--- src/rtl/mips_divider_pkg.sv ---
// Shared constants and helpers for the multi-cycle MIPS DIV/DIVU unit.
package mips_divider_pkg;

  localparam logic [1:0] IDLE = 2'd0;
  localparam logic [1:0] ITER = 2'd1;
  localparam logic [1:0] FIX  = 2'd2;

  localparam int DIV_STEPS = 32;
  localparam logic [31:0] DIV_BY_ZERO_Q = 32'hFFFFFFFF;

  function automatic logic [31:0] negate32(input logic [31:0] x);
    return ~x + 32'd1;
  endfunction

endpackage

--- src/rtl/mips_divider_if.sv ---
// Request/result bundle between the core (master) and the divider (slave).
interface mips_divider_if;
  logic        start;
  logic        is_signed;
  logic [31:0] dividend;
  logic [31:0] divisor;
  logic        busy;
  logic        done;
  logic [31:0] quotient;
  logic [31:0] remainder;
  logic        div_by_zero;

  modport master (
    output start, is_signed, dividend, divisor,
    input  busy, done, quotient, remainder, div_by_zero
  );

  modport slave (
    input  start, is_signed, dividend, divisor,
    output busy, done, quotient, remainder, div_by_zero
  );
endinterface

--- src/rtl/subtract_32_bit.sv ---
// 32-bit subtractor: diff = a - b, cout = 1 when no borrow (a >= b unsigned).
// Purely combinational, no flow control.
module subtract_32_bit (
  input  logic [31:0] a,
  input  logic [31:0] b,
  output logic [31:0] diff,
  output logic        cout
);
  assign {cout, diff} = {1'b0, a} + {1'b0, ~b} + 33'd1;
endmodule

--- src/rtl/mips_divider.sv ---
// Restoring divider for DIV/DIVU producing LO (quotient) and HI (remainder).
// Latency 33 cycles from accepted start to done; start is ignored while busy.
module mips_divider
  import mips_divider_pkg::*;
#(
  parameter int WIDTH = 32
) (
  input logic           clk,
  input logic           rst,
  mips_divider_if.slave div
);

  logic [1:0]       state;
  logic [WIDTH-1:0] q_reg, r_reg, dvs_mag, dvd_raw;
  logic [4:0]       count;
  logic             neg_q, neg_r, dbz_pend;
  logic             done_r, dbz_r;
  logic [WIDTH-1:0] quotient_r, remainder_r;

  logic             dvd_neg, dvs_neg;
  logic [WIDTH-1:0] dvd_mag, dvs_mag_in;
  logic [WIDTH-1:0] shifted, trial;
  logic             carry_bit, sub_cout, success;

  assign dvd_neg    = div.is_signed & div.dividend[WIDTH-1];
  assign dvs_neg    = div.is_signed & div.divisor[WIDTH-1];
  assign dvd_mag    = dvd_neg ? negate32(div.dividend) : div.dividend;
  assign dvs_mag_in = dvs_neg ? negate32(div.divisor) : div.divisor;

  // Bit shifted out of R acts as a 33rd bit: if set, the trial always fits.
  assign shifted   = {r_reg[WIDTH-2:0], q_reg[WIDTH-1]};
  assign carry_bit = r_reg[WIDTH-1];
  assign success   = carry_bit | sub_cout;

  subtract_32_bit u_sub (
    .a    (shifted),
    .b    (dvs_mag),
    .diff (trial),
    .cout (sub_cout)
  );

  always_ff @(posedge clk or posedge rst) begin
    if (rst) begin
      state       <= IDLE;
      q_reg       <= '0;
      r_reg       <= '0;
      dvs_mag     <= '0;
      dvd_raw     <= '0;
      count       <= '0;
      neg_q       <= 1'b0;
      neg_r       <= 1'b0;
      dbz_pend    <= 1'b0;
      done_r      <= 1'b0;
      dbz_r       <= 1'b0;
      quotient_r  <= '0;
      remainder_r <= '0;
    end else begin
      done_r <= 1'b0;
      case (state)
        IDLE: begin
          if (div.start) begin
            dvd_raw  <= div.dividend;
            dvs_mag  <= dvs_mag_in;
            q_reg    <= dvd_mag;
            r_reg    <= '0;
            count    <= '0;
            neg_q    <= dvd_neg ^ dvs_neg;
            neg_r    <= dvd_neg;
            dbz_pend <= (div.divisor == '0);
            state    <= ITER;
          end
        end
        ITER: begin
          r_reg <= success ? trial : shifted;
          q_reg <= {q_reg[WIDTH-2:0], success};
          count <= count + 5'd1;
          if (count == 5'(DIV_STEPS - 1)) state <= FIX;
        end
        FIX: begin
          if (dbz_pend) begin
            quotient_r  <= DIV_BY_ZERO_Q;
            remainder_r <= dvd_raw;
          end else begin
            quotient_r  <= neg_q ? negate32(q_reg) : q_reg;
            remainder_r <= neg_r ? negate32(r_reg) : r_reg;
          end
          dbz_r  <= dbz_pend;
          done_r <= 1'b1;
          state  <= IDLE;
        end
        default: state <= IDLE;
      endcase
    end
  end

  assign div.busy        = (state != IDLE);
  assign div.done        = done_r;
  assign div.quotient    = quotient_r;
  assign div.remainder   = remainder_r;
  assign div.div_by_zero = dbz_r;

endmodule
--- src/flat_wrapper.sv ---
// flat-port wrapper written by rule: the top's interface ports become plain ports
module mips_divider_flat import mips_divider_pkg::*;
#(
  parameter int WIDTH = 32
)
  (clk, rst, div_start, div_is_signed, div_dividend, div_divisor, div_busy, div_done, div_quotient, div_remainder, div_div_by_zero);
  mips_divider_if div_i ();
  input logic clk;
  input logic rst;
  input wire logic [$bits(div_i.start)-1:0] div_start;
  input wire logic [$bits(div_i.is_signed)-1:0] div_is_signed;
  input wire logic [$bits(div_i.dividend)-1:0] div_dividend;
  input wire logic [$bits(div_i.divisor)-1:0] div_divisor;
  output wire logic [$bits(div_i.busy)-1:0] div_busy;
  output wire logic [$bits(div_i.done)-1:0] div_done;
  output wire logic [$bits(div_i.quotient)-1:0] div_quotient;
  output wire logic [$bits(div_i.remainder)-1:0] div_remainder;
  output wire logic [$bits(div_i.div_by_zero)-1:0] div_div_by_zero;
  assign div_i.start = div_start;
  assign div_i.is_signed = div_is_signed;
  assign div_i.dividend = div_dividend;
  assign div_i.divisor = div_divisor;
  assign div_busy = div_i.busy;
  assign div_done = div_i.done;
  assign div_quotient = div_i.quotient;
  assign div_remainder = div_i.remainder;
  assign div_div_by_zero = div_i.div_by_zero;
  mips_divider #(.WIDTH(WIDTH)) u_core (.clk(clk), .rst(rst), .div(div_i));
endmodule
--- config.mk ---
export PLATFORM = sky130hd
export DESIGN_NAME = mips_divider_flat
export DESIGN_NICKNAME = d
export VERILOG_FILES = /design/src/rtl/mips_divider_pkg.sv /design/src/rtl/mips_divider_if.sv /design/src/rtl/subtract_32_bit.sv /design/src/rtl/mips_divider.sv /design/src/flat_wrapper.sv
export SDC_FILE = /design/constraint.sdc
export NUM_CORES = 1
export LEC_CHECK = 0
export CAP_MARGIN = 30
export CORE_MARGIN = 4
export CORE_UTILIZATION = 55
export CTS_CLUSTER_DIAMETER = 50
export DETAILED_ROUTE_END_ITERATION = 8
export PLACE_DENSITY = 0.78
export SLEW_MARGIN = 0
export SYNTH_ARGS = -nofsm -noshare
export SYNTH_HDL_FRONTEND = slang
export SYNTH_SLANG_ARGS = --single-unit
export TNS_END_PERCENT = 1
--- constraint.sdc ---
create_clock -name clk -period 18.7 [get_ports clk]
set_input_delay 3.74 -clock clk [delete_from_list [all_inputs] [get_ports clk]]
set_output_delay 3.74 -clock clk [all_outputs]
set_load 0.01 [all_outputs]
==> reports/metrics.sh <==
RUN_STATUS='finished, final reports clean'
TIGHTESTPINTRANSITION_NS=0.9303
LAYOUT.CELLS.MOST_COMMON_LIST='nand2_1, o21ai_0, dfrtp_1'
SYNTH.FF_LATCH_COUNT=204
POST_CTS_RESIZED=0
MIN_PATH_TYPE='reg -> reg'
H-TREE-DEPTH=1
GRT_START_MAX_NET_PINS=144
NETLIST_INSTANCES=1486
ANTENNA_FOUND_INITIAL=0
PART_OF_THE_YOSYS_AREA_USED_FOR_SEQUENTIAL_ELEMENTS_PCT=41.53
BUFFER_PORTS.INSERTED=134
FIN_WS_NS=12.51
NUMBER_OF_MAX_CAP_VIOLATIONS=0
SYNTHDISTINCTLIBCELLS=54
SLEW_VIOL_FINAL=0
CRIT_PATH_TOP_DELAY_CELL='nor4_1'
SETUP_TOTAL_NEG_SLACK_NS=0
ROW_COUNT=54
INITIAL_CORE_UTIL_PCT=56.15
GRT_OVERFLOW=0
LAYOUT-DRIVE-GT1-SHARE_PCT=4.616
OVERALL_POWER_mW=2.613
SETUP-VIOLATIONS-FINAL=0
PERIOD_NEEDED_NS=6.186
HOLD_VIOL_FINAL=0
POST_DRT_WL_PER_CELL_UM=15.71
PRECTSSETUPSLACK_NS=11.95
VIAS_PER_CELL=5.635
DRT_PRE_ANTENNA_ITERS=5
WIRELENGTH_UM=29580
MAX_CLOCK_FREQ_MHz=161.6
HOLD_PATH.STARTPOINT='u_core.div.quotient[0]$_DFFE_PP0P_'
DIEAREA_MM2=0.02480
INSERTEDDIODECOUNT=0
TIMING_WORST_SETUP_PATH_TYPE='in -> reg'
CRIT_FANOUT=5
FINAL_COMMON_CELL='nand2_1'
UNREPAIRED_SETUP_ENDPOINTS_AFTER_GLOBAL_ROUTING='no'
DIE_WIDTH_UM=157.5
POWER_DENSITY_mW_PER_MM2=177.2
POSTROUTEANTENNANETS=0
HOLD_SLACK_NS=0.4700
FRACTION_OF_SYNTHESIS_FLOPS_USING_AN_ASYNCHRONOUS_SET_OR_RESET_PIN_PCT=100.0
FINALCLOCKSKEW_NS=0.02294
CTS_INSERTED_BUFFERS=26
WORST_EP_ARRIVAL_NS=6.57
DRC_ERRORS=0
CTS_SETUP_BUFFERS=0
CLKLATENCYLATEPIN_NS=0.54
POSTSYNTHAREAPERCELL_UM2=8.272
TOTAL_OF_HOLD_BUFFERS_INSERTED_AFTER_CLOCK_TREE_SYNTHESIS=0
DETAILEDPLACEMENTHPWL_UM=21110
TRITONCTS='done'
GRT_UTIL_ALL_LAYERS_PCT=23.58
WORST_R2R_STARTPOINT='u_core.q_reg[31]$_DFFE_PP0P_'
CLKSLEWWORSTSETUPHOLDPATHS_NS=0.06
PLACED_CELLS_INCL_TAPS=1834
POWER.STATIC_LEAKAGE_nW=6.415
GRT_PASS1_WL_UM=48760
CRITICAL_PATH.ENDPOINT_TYPE='flip-flop'
IRDROPWORSTVDD_V=0.00007464
CLOCKROOTBUFFER='clkbuf_16'
SLEW_HEADROOM_PCT=37.98
CRITPATHREQUIREDTIME_NS=19.08
NUMBER_OF_SYNTHESIZED_FLOPS_WITH_AN_ENABLE_PIN=0
GRT_PASS1_VIAS=10100
TIMING.CRITICAL_PATH.CELLS='clkdlybuf4s50_1 > nor4_1 > nand2_1 > nor4_1 > and3_1 > nand2_1 > o41ai_1 > xor2_1 > o21ai_0'
FLOW.AREA_GROWTH_FROM_SYNTHESIS_PCT=19.97
LAYOUT.NETS=1691
SYN-CELL-AREA_MM2=0.01229
STARTPOINT_TYPE='primary input'
DRT_FIRST_ITER_VIOLATIONS=785
SYN_NETS=1593
CTS_SINKS=204
TOP_LEVEL_PORTS=135
SLOWEST_DELAY_NS=0.63
GP_CONGESTION=0.9102
FINAL_CELL_COUNT_NO_FILL=1883
SYNTH_FF_TYPE='dfrtp_1'
N_FILL_CELL=1851
YS.WARNINGS.COUNT=0
CTS.PATH.MAX_BUFFERS=3
FINAL_MIN_PERIOD_OVER_CLOCK_PERIOD_PCT=33.08
DIE_HEIGHT_UM=157.5
CRIT_START='div_divisor[4]'
DESIGN.CORE.AREA_MM2=0.02189
DR_VIAS=10610
-- cells by family after synthesis --
logic type | synth area share, %
multiplexers | 1.059
buffers and inverters | 3.909
adder cells (fa/ha/maj) | 4.031
flip-flops | 41.53
AO/OA/AOI/OAI | 20.90
XOR/XNOR | 10.33
AND/OR/NAND/NOR | 18.24
-- final timing paths --
check | endpoint | slack [ns] | depth (start not counted)
setup / recovery | u_core.dvs_mag[28]$_DFFE_PP0P_ | 12.51 | 9
setup reg to reg | u_core.r_reg[29]$_DFFE_PP0P_ | 14.62 | 13
max in group asynchronous | u_core.div.remainder[26]$_DFFE_PP0P_ | 13.90 | 3
hold reg to reg | u_core.div.quotient[0]$_DFFE_PP0P_ | 0.47 | 2
hold / removal | u_core.div.quotient[0]$_DFFE_PP0P_ | 0.47 | 2
min in group asynchronous | u_core.div.done$_DFF_PP0_ | 3.64 | 2
-- worst max-delay path, delay by kind of cell --
| kind | cells | cell delay (ns) |
|---|---|---|
| AO/OA/AOI/OAI | 2 | 0.40 |
| XOR/XNOR | 1 | 0.17 |
| buffers and inverters | 1 | 0.49 |
| AND/OR/NAND/NOR | 5 | 1.77 |
-- metrics by stage --
stage	util (%)	instance area [µm²]
2_1_floorplan	-	12290
3_3_place_gp	63.05	13800
3_5_place_dp	63.12	13820
4_1_cts	67.11	14690
5_1_grt	67.36	14750
6_report	67.36	14750
-- final cells by class --
type | instances | area (µm²) | area share, %
well taps | 280 | 350.3 | 2.376
clock inverters | 16 | 173.9 | 1.179
flip-flops and latches | 204 | 5106 | 34.63
repair buffers | 146 | 1479 | 10.03
multi-input cells | 1154 | 6735 | 45.67
inverters | 52 | 202.7 | 1.375
clock buffers | 31 | 699.4 | 4.743
-- report_power, final --
part / internal, mW / leakage, nW / total, mW / switching, mW
sequential: 0.614 / 2.57 / 0.805 / 0.191
clock: 0.298 / 0.411 / 0.496 / 0.198
combinational: 0.583 / 3.43 / 1.31 / 0.729
total: 1.49 / 6.41 / 2.61 / 1.12
-- synth_stat cells, types with 13 or more instances --
cell	n	share of area, %
a21o_1	19	1.2
a21oi_1	117	4.8
a22oi_1	30	1.8
clkbuf_1	69	2.1
dfrtp_1	204	42
ha_1	38	3.9
inv_1	51	1.6
mux2i_1	13	1.1
nand2_1	251	7.7
nand3_1	43	1.8
nor2_1	110	3.4
nor3_1	18	0.73
o21ai_0	214	8.7
o31ai_1	16	0.98
or3_1	17	0.87
xnor2_1	68	4.8
xor2_1	77	5.5
-- per-layer routing --
metal	GRT usage (%)	wire length, µm	up-vias
li1	-	-	5369
met1	32.09	13230	4920
met2	40.30	14040	276
met3	3.327	1704	45
met4	5.367	611	0
met5	0	0	-
Note: power is estimated with default switching activity, not from simulation.
